File: config.mk
export PLATFORM = sky130hd
export DESIGN_NAME = serial_adder_4bit
export DESIGN_NICKNAME = d
export VERILOG_FILES = /design/src/rtl/serial_add_pkg.sv /design/src/rtl/full_adder_1bit.sv /design/src/rtl/serial_adder_4bit.sv
export SDC_FILE = /design/constraint.sdc
export NUM_CORES = 1
export LEC_CHECK = 0
export ABC_AREA = 0
export BUFFER_PORTS_ARGS = -buffer_cell sky130_fd_sc_hd__clkbuf_2
export CORE_ASPECT_RATIO = 1.25
export CORE_MARGIN = 2
export CORE_UTILIZATION = 51
export CTS_CLUSTER_DIAMETER = 150
export CTS_CLUSTER_SIZE = 16
export DETAILED_ROUTE_END_ITERATION = 10
export PLACE_DENSITY = 0.79
export RECOVER_POWER = 100
export SLEW_MARGIN = 40
export SYNTH_ARGS = -nofsm -noshare
export SYNTH_HDL_FRONTEND = slang
export SYNTH_HIERARCHICAL = 1
export SYNTH_SLANG_ARGS = --single-unit
export TNS_END_PERCENT = 100
File: constraint.sdc
create_clock -name clk -period 1.81 [get_ports clk]
set_clock_uncertainty 0.05 [all_clocks]
set_input_delay 0.362 -clock clk [delete_from_list [all_inputs] [get_ports clk]]
set_output_delay 0.362 -clock clk [all_outputs]
set_load 0.02 [all_outputs]
File: src/rtl/serial_add_pkg.sv
// serial_add_pkg: shared state encoding, default width and counter sizing for the serial adder.
package serial_add_pkg;
  typedef enum logic [1:0] {
    ST_IDLE = 2'd0,
    ST_ADD  = 2'd1,
    ST_DONE = 2'd2
  } state_t;
  localparam int DEFAULT_WIDTH = 4;
  function automatic int clog2(input int v);
    int r;
    r = 0;
    while ((1 << r) < v) r++;
    return r;
  endfunction
endpackage

File: src/rtl/full_adder_1bit.sv
// full_adder_1bit: combinational one-bit full adder slice.
module full_adder_1bit (
  input  logic a,
  input  logic b,
  input  logic cin,
  output logic sum,
  output logic cout
);
  assign sum  = a ^ b ^ cin;
  assign cout = (a & b) | (cin & (a ^ b));
endmodule

File: src/rtl/serial_adder_4bit.sv
// serial_adder_4bit: bit-serial S = A + B + Cin, LSB first, one bit per clock.
// Optional signed overflow output ovf when SERIAL_ADD_OVF_EN is defined.
module serial_adder_4bit
  import serial_add_pkg::*;
#(
  parameter int WIDTH = DEFAULT_WIDTH
) (
  input  logic             clk,
  input  logic             rst_n,
  input  logic             start,
  input  logic [WIDTH-1:0] A,
  input  logic [WIDTH-1:0] B,
  input  logic             Cin,
  output logic [WIDTH-1:0] S,
  output logic             Cout,
  output logic             busy,
`ifdef SERIAL_ADD_OVF_EN
  output logic             ovf,
`endif
  output logic             done
);
  localparam int CW = clog2(WIDTH);
  state_t           r_state, w_next;
  logic [WIDTH-1:0] r_a, r_b, w_shift;
  logic [WIDTH-2:0] r_s;
  logic [CW-1:0]    r_cnt;
  logic             r_carry, w_sum, w_cout, w_accept, w_last;
  full_adder_1bit u_fa (
    .a    (r_a[0]),
    .b    (r_b[0]),
    .cin  (r_carry),
    .sum  (w_sum),
    .cout (w_cout)
  );
  assign busy     = r_state == ST_ADD;
  assign done     = r_state == ST_DONE;
  assign w_accept = start && !busy;
  assign w_last   = busy && r_cnt == CW'(WIDTH - 1);
  // new sum bit enters at the MSB; after WIDTH steps the first bit sits at bit 0
  assign w_shift  = {w_sum, r_s};
  always_comb begin
    w_next = r_state;
    w_next = busy ? (w_last ? ST_DONE : ST_ADD) : (w_accept ? ST_ADD : ST_IDLE);
  end
  always_ff @(posedge clk or negedge rst_n) begin
    if (!rst_n) begin
      r_state <= ST_IDLE;
      r_a     <= '0;
      r_b     <= '0;
      r_s     <= '0;
      r_carry <= 1'b0;
      r_cnt   <= '0;
      S       <= '0;
      Cout    <= 1'b0;
`ifdef SERIAL_ADD_OVF_EN
      ovf     <= 1'b0;
`endif
    end else begin
      r_state <= w_next;
      if (w_accept) begin
        r_a     <= A;
        r_b     <= B;
        r_carry <= Cin;
        r_cnt   <= '0;
      end else if (busy) begin
        r_a     <= r_a >> 1;
        r_b     <= r_b >> 1;
        r_s     <= w_shift[WIDTH-1:1];
        r_carry <= w_cout;
        r_cnt   <= r_cnt + CW'(1);
        if (w_last) begin
          S    <= w_shift;
          Cout <= w_cout;
`ifdef SERIAL_ADD_OVF_EN
          ovf  <= r_carry ^ w_cout;
`endif
        end
      end
    end
  end
endmodule

==> results of run 1 <==
==> sequential cells by signal (all words and copies together) (netlist names) <==
| name | count |
|---|---|
| r_state | 2 |
| r_cnt | 2 |
| r_carry | 1 |
| S | 4 |
| r_b | 4 |
| r_s | 3 |
| r_a | 4 |
| Cout | 1 |
==> critical path, cell delays in order (launching register included) <==
cell	delay (ns)
dfrtp_1	0.43
nor2b_4	0.24
clkbuf_1	0.26
==> cells in the final DEF (no fill, tap or decap), types with 3 or more instances in the layout <==
master and instances:
clkbuf_1 10, clkbuf_2 10, clkbuf_4 3, dfrtp_1 21, mux2_1 4, mux2_2 4
mux2i_1 9, nand2_1 9, nor2_1 3, o21ai_0 8
==> worst max path at each step <==
| stage | to | depth (start not counted) |
|---|---|---|
| global route | r_b[3] | 2 |
| global placement | busy | 2 |
| detailed placement | busy | 2 |
| floorplan | S[3] | 2 |
| CTS | busy | 2 |
| finish | busy | 2 |
==> report_power, final <==
group	total [W]	leakage (nW)	internal, W	switching, W
Clock	0.000217	0.0177	0.0000822	0.000135
Sequential	0.000792	0.264	0.000675	0.000117
Combinational	0.000661	0.232	0.000292	0.000369
Total	0.00167	0.513	0.00105	0.000621
==> synth_stat cells (all sizes together) <==
library cell / number
nor2: 3
o21ai: 8
fa: 1
inv: 1
mux2i: 9
ha: 1
and2b: 1
nor2b: 1
a21oi: 1
buf: 4
nand2b: 1
nand2: 9
dfrtp: 21
mux2: 9
==> stage by stage <==
step	setup WS, ns	cells	util [%]
2_1_floorplan	0.516	70	-
4_1_cts	0.0352	110	61.4
6_report	0.179	110	59.4
3_3_place_gp	0.416	105	59.3
5_1_grt	0.0954	110	59.4
3_5_place_dp	0.386	105	59.3
==> repair_timing <==
| action | CTS | global route |
|---|---|---|
| hold buffers | 1 | 0 |
| buffers inserted | 0 | 0 |
| setup endpoints to repair | 0 | 1 |
| hold endpoints to repair | 21 | 0 |
| gates resized for setup | 0 | 1 |
==> area by class of cell <==
class / count / share of cell area [%]
Inverter: 1 / 0.367
Sequential cell: 21 / 51.3
Tap cell: 19 / 2.32
Clock inverter: 1 / 0.489
Multi-Input combinational cell: 44 / 33.7
Timing Repair Buffer: 21 / 9.54
Clock buffer: 3 / 2.20
==> metal layers <==
| metal | up-vias | wire, um | part of all wire [%] |
|---|---|---|---|
| met4 | 0 | 6 | 0.43 |
| li1 | 282 | - | - |
| met3 | 2 | 80 | 5.7 |
| met1 | 267 | 612 | 44 |
| met5 | - | 0 | 0 |
| met2 | 15 | 699 | 50 |
==> cell families after synthesis <==
| logic type | Yosys count | share of synthesized area, % |
|---|---|---|
| muxes | 18 | 22.9 |
| DFF | 21 | 57.2 |
| adders and majority gates | 2 | 3.54 |
| and+or+nand+nor | 15 | 8.18 |
| AOI/OAI and AO/OA | 9 | 4.90 |
| buffers and inverters | 5 | 3.27 |
==> results.sh, run 1 <==
export IMPL_setup_viol_count_final=0
export IMPL_multi_input_area_um2=345
export IMPL_ys_top_cells_by_area="dfrtp_1, mux2i_1, mux2_4, mux2_2, o21ai_0"
export IMPL_antenna_found_initial=0
export IMPL_r2r_slack_ns=0.38
export IMPL_ff_latch_area_um2=526
export IMPL_grt_pass1_wl_um=2280
export IMPL_synth_area_um2=918
export IMPL_crit_arrival_ns=1.22
export IMPL_ys_types=17
export IMPL_vias=566
export IMPL_hold_worst_slack_ns=0.255
export IMPL_grtUsageMet2_pct=25.5
export IMPL_post_route_min_period_ns=1.63
export IMPL_ant_nets=0
export IMPL_fmax_mhz=613
export IMPL_antenna_cells=0
export IMPL_worst_r2r_endpoint="S[3]"
export IMPL_p_leak_nw=0.513
export IMPL_synth_top_area_share_pct=57.2
export IMPL_htree_levels=1
export IMPL_drive_gt1_share_pct=22.0
export IMPL_routedWlPerCell_um=12.7
export IMPL_worstSkewPairLatency_ns=0.29
export IMPL_start_util_pct=53.3
export IMPL_yosys_warnings=6
export IMPL_rr_worst_depth=3
export IMPL_drv_slew=0
export IMPL_hold_end="r_b[3]"
export IMPL_worstMarginPinSlew_ns=1.09
export IMPL_path_max_fanout=9
export IMPL_use_met1_pct=16.6
export IMPL_die_w_um=42.0
export IMPL_fin_total_pwr_w=0.00167
export IMPL_cts_tree="built"
export IMPL_num_fill_cells=164
export IMPL_grt_most_used_layer="met2"
export IMPL_power_density_nw_per_um2=1630
export IMPL_clkTransAtPathRegs_ns=0.11
export IMPL_grt_usage_pct=14.0
export IMPL_io_pins=19
export IMPL_critPathKind="flip-flop to primary output"
export IMPL_ys_seq_area_share_pct=57.2
export IMPL_io_buffers=18
export IMPL_drt_vias_per_instance=5.15
export IMPL_hold_viol_final=0
export IMPL_syn_avg_cell_area_um2=13.1
export IMPL_clock_sinks=21
export IMPL_min_path_type="input pin to flip-flop"
export IMPL_yosys_area_top_type="dfrtp_1"
export IMPL_hold_start="B[3]"
export IMPL_fin_crit_sh_pct=90.1
export IMPL_startpoint_type="flip-flop"
export IMPL_first_pass_iters=2
export IMPL_cp_required_ns=1.40
export IMPL_gp_congestion=0.695
export IMPL_core_area_um2=1720
export IMPL_cts_root_buffer_cell="clkbuf_4"
export IMPL_r2r_start="r_state[1]"
export IMPL_tns_ns=0
export IMPL_drv_cap=0
export IMPL_overflow=0
export IMPL_area_growth_synth_to_final_pct=11.4
export IMPL_clockBufferDepth=2
export IMPL_finalWirelength_um=1400
export IMPL_grt_use_met3_pct=2.47
export IMPL_drc=0
export IMPL_row_count=17
export IMPL_nets=106
export IMPL_dieHeight_um=51.4
export IMPL_synth_net_count=84
export IMPL_rsz0062_at_grt="no"
export IMPL_startpoint="r_state[1]"
export IMPL_dpl_cell_area_um2=1020
export IMPL_grt_pass1_vias=547
export IMPL_peakVddDrop_mv=0.969
export IMPL_status="complete, no violations"
export IMPL_hold_depth=3
export IMPL_ys_ff_latch=21
export IMPL_slew_headroom_pct=27.4
export IMPL_cp_end_kind="primary output"
export IMPL_dieArea_um2=2160
export IMPL_syn_inst=70
export IMPL_grt_max_degree=22
export IMPL_fin_area_um2=1020
export IMPL_dp_hpwl_um=1040
export IMPL_numCtsBuffers=3
export IMPL_initialDrtViolationCount=4
(Power assumes the default switching activity.)
==> run 2: changes to the inputs <==
--- a/config.mk
+++ b/config.mk
@@ -8,7 +8,6 @@
 export ABC_AREA = 0
 export BUFFER_PORTS_ARGS = -buffer_cell sky130_fd_sc_hd__clkbuf_2
 export CORE_ASPECT_RATIO = 1.25
-export CORE_MARGIN = 2
 export CORE_UTILIZATION = 51
 export CTS_CLUSTER_DIAMETER = 150
 export CTS_CLUSTER_SIZE = 16
==> results.sh, run 2 (synthesis results as in run 1) <==
export IMPL_status="complete, no violations"
export IMPL_dp_hpwl_um=1030
export IMPL_vias=547
export IMPL_cts_root_buffer_cell="clkbuf_4"
export IMPL_power_density_nw_per_um2=1620
export IMPL_finalWirelength_um=1390
export IMPL_numCtsBuffers=3
export IMPL_dieHeight_um=49.4
export IMPL_ff_latch_area_um2=526
export IMPL_clkTransAtPathRegs_ns=0.11
export IMPL_multi_input_area_um2=340
export IMPL_cts_tree="built"
export IMPL_slew_headroom_pct=65.7
export IMPL_crit_arrival_ns=1.19
export IMPL_cts_setup_buffers=0
export IMPL_drv_cap=0
export IMPL_ant_nets=0
export IMPL_fin_crit_sh_pct=88.8
export IMPL_path_max_fanout=7
export IMPL_reg_top3="S x4, r_a x4, r_b x4"
export IMPL_initialDrtViolationCount=7
export IMPL_grt_pass1_wl_um=2400
export IMPL_hold_depth=3
export IMPL_first_pass_iters=4
export IMPL_antenna_cells=0
export IMPL_clock_sinks=21
export IMPL_htree_levels=1
export IMPL_p_leak_nw=0.510
export IMPL_routedWlPerCell_um=12.7
export IMPL_rr_worst_depth=4
export IMPL_rsz0062_at_grt="no"
export IMPL_hold_viol_final=0
export IMPL_cp_end_kind="primary output"
export IMPL_num_fill_cells=146
export IMPL_layout_commonest_cell="dfrtp_1"
export IMPL_peakVddDrop_mv=0.956
export IMPL_layout_cells_non_filler=109
export IMPL_dieArea_um2=1980
export IMPL_io_buffers=18
export IMPL_worstMarginPinSlew_ns=0.515
export IMPL_startpoint_type="flip-flop"
export IMPL_worstSkewPairLatency_ns=0.30
export IMPL_dpl_cell_count=104
export IMPL_r2r_start="r_state[1]"
export IMPL_worst_r2r_endpoint="r_cnt[0]"
export IMPL_cp_required_ns=1.40
export IMPL_area_growth_synth_to_final_pct=10.9
export IMPL_nets=106
export IMPL_start_util_pct=56.6
export IMPL_critPathKind="flip-flop to primary output"
export IMPL_clockBufferDepth=2
export IMPL_r2r_slack_ns=0.25
export IMPL_core_area_um2=1620
export IMPL_post_route_min_period_ns=1.61
export IMPL_grt_usage_pct=17.7
export IMPL_fmax_mhz=622
export IMPL_min_path_type="input pin to flip-flop"
export IMPL_grt_max_degree=22
export IMPL_drc=0
export IMPL_hold_end="r_a[3]"
export IMPL_drv_slew=0
export IMPL_antenna_found_initial=0
export IMPL_io_pins=19
export IMPL_tns_ns=0
export IMPL_grt_pass1_vias=568
export IMPL_setup_viol_count_final=0
export IMPL_gp_congestion=0.794
export IMPL_overflow=0
export IMPL_die_w_um=40.0
export IMPL_drive_gt1_share_pct=23.1
export IMPL_hold_start="A[3]"
export IMPL_final_cell_mix="dfrtp_1, clkbuf_2, nand2_1, mux2i_1, clkbuf_1"
export IMPL_drt_vias_per_instance=5.02
export IMPL_row_count=16
export IMPL_post_cts_resized=0
[run 2: final cells by class]
type,count,share of cell area [%]
Tap cell,18,2.21
Multi-Input combinational cell,44,33.4
Timing Repair Buffer,21,9.83
Sequential cell,21,51.6
Clock buffer,4,2.58
Inverter,1,0.369
[run 2: where the power goes]
part,internal (W),switching (W),total [W],leakage [nW]
clock,0.0000858,0.000133,0.000219,0.0150
sequential,0.000674,0.000111,0.000785,0.264
combinational,0.000282,0.000364,0.000646,0.231
total,0.00104,0.000608,0.00165,0.510
[run 2: what timing repair did]
action	4_1_cts	5_1_grt
endpoints found under the hold margin	21	0
hold buffers	1	0
setup endpoints to repair	0	0
[run 2: routing by layer]
| metal | global-route usage, % | part of all wire (%) |
|---|---|---|
| met2 | 29.3 | 51 |
| met3 | 3.65 | 4.9 |
| met1 | 20.4 | 43 |
| met5 | 0 | 0 |
| met4 | 8.62 | 0.58 |
[run 2: worst max-delay path, cell delays in order, from the launching register on]
cell and delay [ns]:
dfrtp_1 0.40, nor2b_2 0.26, clkbuf_2 0.24
[run 2: metrics by stage]
step	total power [W]	util [%]	hold WS (ns)	setup WS (ns)	instance area, um^2
after floorplan	0.00138	-	0.0164	0.516	918
after global placement	0.00153	62.9	0.303	0.408	1020
after detailed placement	0.00157	62.9	0.309	0.371	1020
after CTS	0.00179	65.1	0.252	0.107	1060
after global routing	0.00180	62.8	0.275	0.0855	1020
final	0.00165	62.8	0.258	0.203	1020
[run 2: worst max-delay path by stage]
stage | start | slack (ns) | end
after detailed placement | r_state[1] | 0.37 | r_cnt[0]
after global placement | r_state[1] | 0.41 | r_cnt[0]
after global routing | r_state[1] | 0.09 | r_cnt[0]
after floorplan | r_a[0] | 0.52 | S[3]
after CTS | r_state[1] | 0.11 | busy
final | r_state[1] | 0.20 | busy
